[config.mk]
export PLATFORM = sky130hd
export DESIGN_NAME = tdc_uart_feeder
export DESIGN_NICKNAME = d
export VERILOG_FILES = /design/src/rtl/tdc_uart_feeder.sv
export SDC_FILE = /design/constraint.sdc
export NUM_CORES = 1
export LEC_CHECK = 0
export CORE_MARGIN = 1.5
export CORE_UTILIZATION = 50
export CTS_BUF_LIST = sky130_fd_sc_hd__clkbuf_4
export CTS_CLUSTER_SIZE = 40
export DETAILED_ROUTE_END_ITERATION = 8
export PLACE_DENSITY_LB_ADDON = 0.25
export SYNTH_ARGS = -nofsm -noshare
export SYNTH_HDL_FRONTEND = slang
export SYNTH_SLANG_ARGS = --single-unit
[constraint.sdc]
create_clock -name clk_20m -period 6.3 [get_ports clk_20m]
set_input_delay 1.26 -clock clk_20m [delete_from_list [all_inputs] [get_ports clk_20m]]
set_output_delay 1.26 -clock clk_20m [all_outputs]
set_load 0.03 [all_outputs]
[src/rtl/tdc_uart_feeder.sv]
// ----------------------------------------------------------------------------
// tdc_uart_feeder
//   Buffers 16-bit TDC results in a small FIFO. Words are handed to the UART
//   framer one at a time. Launches are spaced so that the framer is never
//   restarted while it is still sending a three-byte frame.
//
// Ports
//   clk_20m   in   system clock, rising edge
//   rst_n     in   asynchronous active-low reset
//   in_data   in   [15:0] TDC result word
//   in_valid  in   single-cycle strobe for in_data
//   clear     in   synchronous flush of the queue and the overflow flags
//   tx_busy   in   framer busy level; no launch while high
//   data      out  [15:0] word presented to the framer
//   data_rdy  out  framer start strobe, high for PULSE_LEN cycles
//   count     out  [DEPTH_LOG2:0] words currently queued
//   overflow  out  sticky flag: a word was dropped
//   drop_cnt  out  [7:0] dropped-word counter, saturates at 255
// ----------------------------------------------------------------------------
module tdc_uart_feeder #(
   parameter int DEPTH_LOG2 = 4,
   parameter int PULSE_LEN  = 4,      // 2..15
   parameter int FRAME_GAP  = 12000   // 3 bytes x 10 bits x 400 clk/bit
) (
   input  logic                  clk_20m,
   input  logic                  rst_n,
   input  logic [15:0]           in_data,
   input  logic                  in_valid,
   input  logic                  clear,
   input  logic                  tx_busy,
   output logic [15:0]           data,
   output logic                  data_rdy,
   output logic [DEPTH_LOG2:0]   count,
   output logic                  overflow,
   output logic [7:0]            drop_cnt
);

   localparam int DEPTH = 1 << DEPTH_LOG2;
   localparam int GAP_W = (FRAME_GAP > 2) ? $clog2(FRAME_GAP) : 1;

   localparam logic [DEPTH_LOG2:0] L_DEPTH      = {1'b1, {DEPTH_LOG2{1'b0}}};
   localparam logic [3:0]          L_PULSE_LAST = 4'(PULSE_LEN - 1);
   localparam logic [GAP_W-1:0]    L_GAP_LAST   = GAP_W'(FRAME_GAP - 1);

   typedef enum logic [1:0] {S_IDLE, S_PULSE, S_GAP} state_t;

   state_t                r_state;
   logic [3:0]            r_pcnt;
   logic [GAP_W-1:0]      r_gcnt;
   logic [15:0]           r_data;
   logic                  r_rdy;
   logic [15:0]           r_mem [DEPTH];
   logic [DEPTH_LOG2-1:0] r_wr_ptr;
   logic [DEPTH_LOG2-1:0] r_rd_ptr;
   logic [DEPTH_LOG2:0]   r_count;
   logic                  r_ovf;
   logic [7:0]            r_drop;

   logic w_full;
   logic w_launch;
   logic w_push;
   logic w_drop;

   assign w_full   = (r_count == L_DEPTH);
   // A flush takes priority over a launch: the queue is being emptied.
   assign w_launch = (r_state == S_IDLE) && (r_count != '0) && !tx_busy && !clear;
   // A launch frees a slot in the same cycle, so a full FIFO still accepts.
   assign w_push   = in_valid && !clear && (!w_full || w_launch);
   assign w_drop   = in_valid && !clear && w_full && !w_launch;

   // Storage has no reset; occupancy is tracked by the pointers/count.
   always_ff @(posedge clk_20m) begin
      if (w_push) r_mem[r_wr_ptr] <= in_data;
   end

   always_ff @(posedge clk_20m or negedge rst_n) begin
      if (!rst_n) begin
         r_state  <= S_IDLE;
         r_pcnt   <= '0;
         r_gcnt   <= '0;
         r_data   <= 16'd32000;
         r_rdy    <= 1'b0;
         r_wr_ptr <= '0;
         r_rd_ptr <= '0;
         r_count  <= '0;
         r_ovf    <= 1'b0;
         r_drop   <= '0;
      end else begin
         // Queue bookkeeping
         if (clear) begin
            r_wr_ptr <= '0;
            r_rd_ptr <= '0;
            r_count  <= '0;
            r_ovf    <= 1'b0;
            r_drop   <= '0;
         end else begin
            if (w_push)   r_wr_ptr <= r_wr_ptr + 1'b1;
            if (w_launch) r_rd_ptr <= r_rd_ptr + 1'b1;
            case ({w_push, w_launch})
               2'b10:   r_count <= r_count + 1'b1;
               2'b01:   r_count <= r_count - 1'b1;
               default: ;
            endcase
            if (w_drop) begin
               r_ovf <= 1'b1;
               if (r_drop != 8'hFF) r_drop <= r_drop + 8'd1;
            end
         end

         // Launch sequencer; clear does not abort a frame in flight
         case (r_state)
            S_IDLE: begin
               if (w_launch) begin
                  r_data  <= r_mem[r_rd_ptr];
                  r_rdy   <= 1'b1;
                  r_pcnt  <= '0;
                  r_state <= S_PULSE;
               end
            end
            S_PULSE: begin
               if (r_pcnt == L_PULSE_LAST) begin
                  r_rdy   <= 1'b0;
                  r_gcnt  <= '0;
                  r_state <= S_GAP;
               end else begin
                  r_pcnt <= r_pcnt + 4'd1;
               end
            end
            S_GAP: begin
               if (r_gcnt == L_GAP_LAST) r_state <= S_IDLE;
               else                      r_gcnt  <= r_gcnt + 1'b1;
            end
            default: r_state <= S_IDLE;
         endcase
      end
   end

   assign data     = r_data;
   assign data_rdy = r_rdy;
   assign count    = r_count;
   assign overflow = r_ovf;
   assign drop_cnt = r_drop;

endmodule
Word-level counts from Yosys, hierarchy flattened --
Memory sizes are Yosys's and may differ from the RTL's. A register that Yosys moved wholly into a read port is not among the register bits. Index checks and enable logic that the tools add are counted.
Storage, ports and cells: logic and storage cells 84, input port bits 21, bits in writable memories 256, memories 1, flip-flop bits (word level) 43, output and inout bits 31
Cells by class: eq/ne operators 13, multiplexer cells 26, reductions and logical operators 28, add/subtract/negate cells 7
Memory list:
- r_mem | depth 16, width 16, rd ports 1, clocked after Yosys merged registers in 1, write ports 1, line 52 | logic [15:0] r_mem [DEPTH];
Operators by type and width (count):
- $mux W14 | 2
- $pmux W14 S2 | 1
- $mux W4 | 6
- $mux W8 | 3
- $add A14 B1 Y14 const B | 1
- $eq A14 B14 Y1 const B | 1
- $add A4 B1 Y4 const B | 3
- $reduce_and A3 Y1 | 4
- $reduce_bool A2 Y1 | 6
- $ne A2 B2 Y1 const B | 5
- $pmux W5 S2 | 1
- $add A8 B1 Y8 const B | 1
- $ne A8 B8 Y1 const B | 1
- $pmux W4 S2 | 1
- $logic_and A1 B1 Y1 | 7
- $mux W1 | 6
- $mux W2 | 3
- $pmux W2 S3 | 1
- $add A5 B1 Y5 const B | 1
- $eq A5 B5 Y1 const B | 1
- $logic_not A1 Y1 | 5
- $mux W5 | 1
- $reduce_bool A5 Y1 | 1
- $sub A5 B1 Y5 const B | 1
- 8 further kinds | 11

Longest topological paths before layout --
depth after elaboration 9, gate-level depth with buffers 10, depth with buffers taken out 9

Worst setup path after synthesis --
No wires, ideal clock.
path type input -> register, start point input tx_busy, end point memory r_mem[4][0] (enable), required time 5.891 ns, stages 5, path buffers 1, arrival time 3.449 ns, slack 2.441 ns, library setup time 0.409 ns, cell sequence or3_1 -> clkbuf_1 -> a31oi_1 -> nand2_1 -> nor3_1
On the way: cells in the longest elaborated chain, start to end 7
RTL lines:
- from (decl) | line 30 | input logic tx_busy,
- $logic_not A1 Y1 | line 66 | assign w_launch = (r_state == S_IDLE) && (r_count != '0) && !tx_busy && !clear;
- $logic_and A1 B1 Y1 (2 in series) | line 66
- $logic_or A1 B1 Y1 | line 68 | assign w_push = in_valid && !clear && (!w_full || w_launch);
- $logic_and A1 B1 Y1 | line 68
- $mux W1 | line 73 | if (w_push) r_mem[r_wr_ptr] <= in_data;
- $mux W1 (implied by the code) | line 73
- to (decl) | line 52
No other way between the ends.

Worst setup path in the final report --
start point input clear, end point memory r_mem[1][4] (enable)
On the way: cells in the longest elaborated chain, start to end 6, elaborated cells on any way between the ends 7, those cells by class mux (2); reduce/logical (5)
RTL lines:
- from (decl) | line 29 | input logic clear,
- $logic_not A1 Y1 * | line 66, 68
- $logic_and A1 B1 Y1 | line 66
- $logic_or A1 B1 Y1 | line 68
- $logic_and A1 B1 Y1 * | line 68
- $mux W1 * | line 73
- $mux W1 (implied by the code) * | line 73
Every way passes the cells marked *; elsewhere a longest branch is shown, timed or not.

==> flow_summary_export.csv <==
group,metric,value,unit
timing,tightest_slew,1.178,ns
critical_path,worstPathMaxFanout,26,
pwr,leakage,4.963,nW
synthesis,synth_nets,708,
synthesis,synth_edf_count,256,
floorplanning,io_pins,52,
drt,avgViaCountPerCell,5.811,
floorplanning,initial_utilization,0.5084,
clock_network,cts_tree,"built",
clock_network,ctsHoldBuffers,0,
critical_path,critical_path.cell_chain,"clkdlybuf4s50_1 -> nand2b_1 -> a31oi_1 -> nor3b_1 -> and2_1",
timing,skew,0.04880,ns
timing,setup_slack,2.136,ns
drt,drt_first_iter_violations,730,
run,max-cap-violations,0,
clock_network,cts_max_level,3,
critical_path,cp.arrival,4.44,ns
synthesis,avgSynthCellArea,18.91,µm²
status,status,"completed",
floorplanning,fp.dieH,163.0,µm
synthesis,ys.flop_type,"edfxtp_1",
timing,setup_viol,0,
clock_network,cts-root-buf,"clkbuf_4",
synthesis,netlist.area_leader.share,0.6004,
timing,period_share,0.6610,
critical_path,cpLargestDelayFamily,"simple AND/OR/NAND/NOR gates",
timing,slew_violations,0,
placement,gp_congestion,0.8488,
floorplanning,die_w,163.0,µm
timing,final-hold-violation-count,0,
finish,drive_gt1_frac,0.3104,
synthesis,synth_largest_area_cell,"edfxtp_1",
clock_network,cts_setup_buffers,0,
floorplanning,die_area,0.02658,mm²
global_routing,grt_pass1_wl,41570,µm
global_routing,grt_usage,0.2156,
floorplanning,core_area,0.02518,mm²
synthesis,synth.distinct_cells,57,
synthesis,synthArstFlopShare,0.1873,
critical_path,critPathCaptureType,"flop",
drt,via_count,6903,
critical_path,cp.required,6.57,ns
timing,tns,0,ns
critical_path,slowest_stage,"clkdlybuf4s50_1",
global_routing,grt_max_degree,68,
hold_path,hold_class,"flop to flop",
floorplanning,rows,58,
timing,min_period,4.164,ns
global_routing,grt_pass1_vias,7266,
drt,ant_nets,0,
critical_path,critPathMaxStageDelay,0.94,ns
drt,drtPass1Iterations,5,
placement,hpwlAfterDp,16430,µm
timing,rsz0062_at_grt,"false",
global_routing,antenna_found_initial,2,
clock_network,clock_sinks,315,
synthesis,synth_area,0.01280,mm²
drt,drc_errors,0,
synthesis,synth_area_leaders,"edfxtp_1, mux4_2, dfrtp_1",
pwr,peakVddDrop,0.1607,mV
placement,portBuffers,51,
synthesis,syn_inst,677,
drt,post_drt_wl_per_cell,22.75,µm
critical_path,crit_buf_inv,1,
clock_network,path_clk_slew,0.06,ns
finish,final_nets,824,
synthesis,yosysWarnings,0,
clock_network,cts_resized,0,
timing,fmax,240.2,MHz
placement,pre_cts_ws,1.554,ns
critical_path,critPathKind,"input port to flop",
global_routing,grt_overflow,0,
clock_network,clk_path_buf_depth,3,
finish,area_delta_synth_final,15.62,%
drt,drt_wl_total,27020,µm
timing,relSlewSlack,0.2146,
synthesis,synth-seq-cells,315,
synthesis,yosysSeqAreaShare,0.7163,
pwr,power_density,284.1,mW/mm²
clock_network,clkLatencyLatePin,0.69,ns
clock_network,cts_buffers,81,
critical_path,start_kind,"input port",
-- logic make-up after synthesis --
group | after synthesis | share of synthesized area
flip-flops | 315 | 0.7163
AND/OR/NAND/NOR | 141 | 0.06254
multiplexers | 102 | 0.1597
AO/OA/AOI/OAI | 49 | 0.02707
buffers and inverters | 45 | 0.01437
XOR/XNOR | 15 | 0.01026
adder cells (fa/ha/maj) | 10 | 0.009772
-- cell usage after synthesis, types with 2 or more instances --
library cell  instances
edfxtp_1            256
mux4_2               80
dfrtp_1              53
nand2_1              31
nor2_1               29
nand3_1              18
clkbuf_1             17
mux2_2               17
inv_1                13
a21oi_1              12
xnor2_1              12
and2_1               11
o31ai_1              11
ha_1                 10
or4_1                 9
nand4_1               8
buf_1                 7
and3_1                6
buf_2                 6
dfstp_2               6
nor3_1                6
mux2i_1               4
o21ai_1               4
a31oi_1               3
nand2b_1              3
nor4_4                3
o21ai_0               3
xor2_1                3
a211oi_1              2
a21o_1                2
nor2b_1               2
nor4_2                2
o22ai_1               2
or3_1                 2
or3b_1                2
-- final timing paths --
check,to,startpoint,slack (ns),cells past startpoint
min in group asynchronous,drop_cnt[7],rst_n,0.77,2
max in group asynchronous,r_rd_ptr[0],rst_n,4.92,2
hold / removal,data_rdy,data_rdy,0.50,2
hold reg to reg,data_rdy,data_rdy,0.50,2
setup reg to reg,r_mem[1][4],r_state[1],3.07,4
setup / recovery,r_mem[1][4],clear,2.14,5
-- layout by cell type, fill, tap and decap left out, types with 2 or more instances in the layout --
master and instances:
a211oi_1 2, a21o_1 2, a21oi_1 12, a31oi_1 3, and2_1 11, and3_1 6, buf_4 13, bufinv_16 2
clkbuf_4 127, clkdlybuf4s50_1 50, clkinv_1 15, dfrtp_1 51, dfstp_2 6, edfxtp_1 256, ha_1 10, inv_1 13
inv_2 2, mux2_2 17, mux2i_1 4, mux4_2 80, nand2_1 31, nand2b_1 3, nand3_1 18, nand4_1 8
nor2_1 29, nor2b_1 2, nor3_1 2, nor3_2 5, nor4_2 2, nor4_4 3, o21ai_0 3, o21ai_1 4
o22ai_1 2, o31ai_1 11, or3_1 2, or3b_1 2, or4_1 9, xnor2_1 12, xor2_1 3
-- power breakdown --
part	switching, mW	internal [mW]
logic	0.0836	0.0433
registers	0.0120	2.27
clock network	0.798	0.997
total	0.893	3.31
-- metal layers --
layer  track usage  part of all wire
met5             0           0.00037
met4       0.07339             0.017
met3       0.06780             0.071
met2        0.3364              0.49
met1        0.2896              0.43
-- area by class of cell --
class,instances,area [µm²]
antenna,1,2.502
clock buffer,127,953.4
clock inverter,20,133.9
fill,1878,10380
inverter,14,52.55
multi-input combinational,317,3468
sequential,315,9176
tap,330,412.9
timing repair buffer,64,603.1
-- tightest hold or removal path, cell delays in order, from the launching register on --
cell and delay, ns:
dfrtp_1 0.35, nand2_1 0.06, nand2_1 0.06
-- registers in the layout (all words and copies together) (netlist names) --
name / cells
drop_cnt: 8
r_rd_ptr: 4
overflow: 1
r_wr_ptr: 4
r_state: 2
data: 16
r_mem: 256
count: 5
r_pcnt: 4
data_rdy: 1
r_gcnt: 14
-- metrics by stage --
| step | instances | util | hold slack, ns | total power [mW] | area, µm² |
|---|---|---|---|---|---|
| floorplan | 677 | - | 0.4862 | 2.380 | 12800 |
| global placement | 1040 | 0.5446 | 0.4667 | 2.450 | 13710 |
| detailed placement | 1040 | 0.5446 | 0.4757 | 2.455 | 13710 |
| CTS | 1187 | 0.5877 | 0.4914 | 4.258 | 14800 |
| global route | 1188 | 0.5878 | 0.5185 | 4.384 | 14800 |
| finish | 1188 | 0.5878 | 0.4997 | 4.205 | 14800 |
No activity file was read; power rests on OpenSTA's default activity.
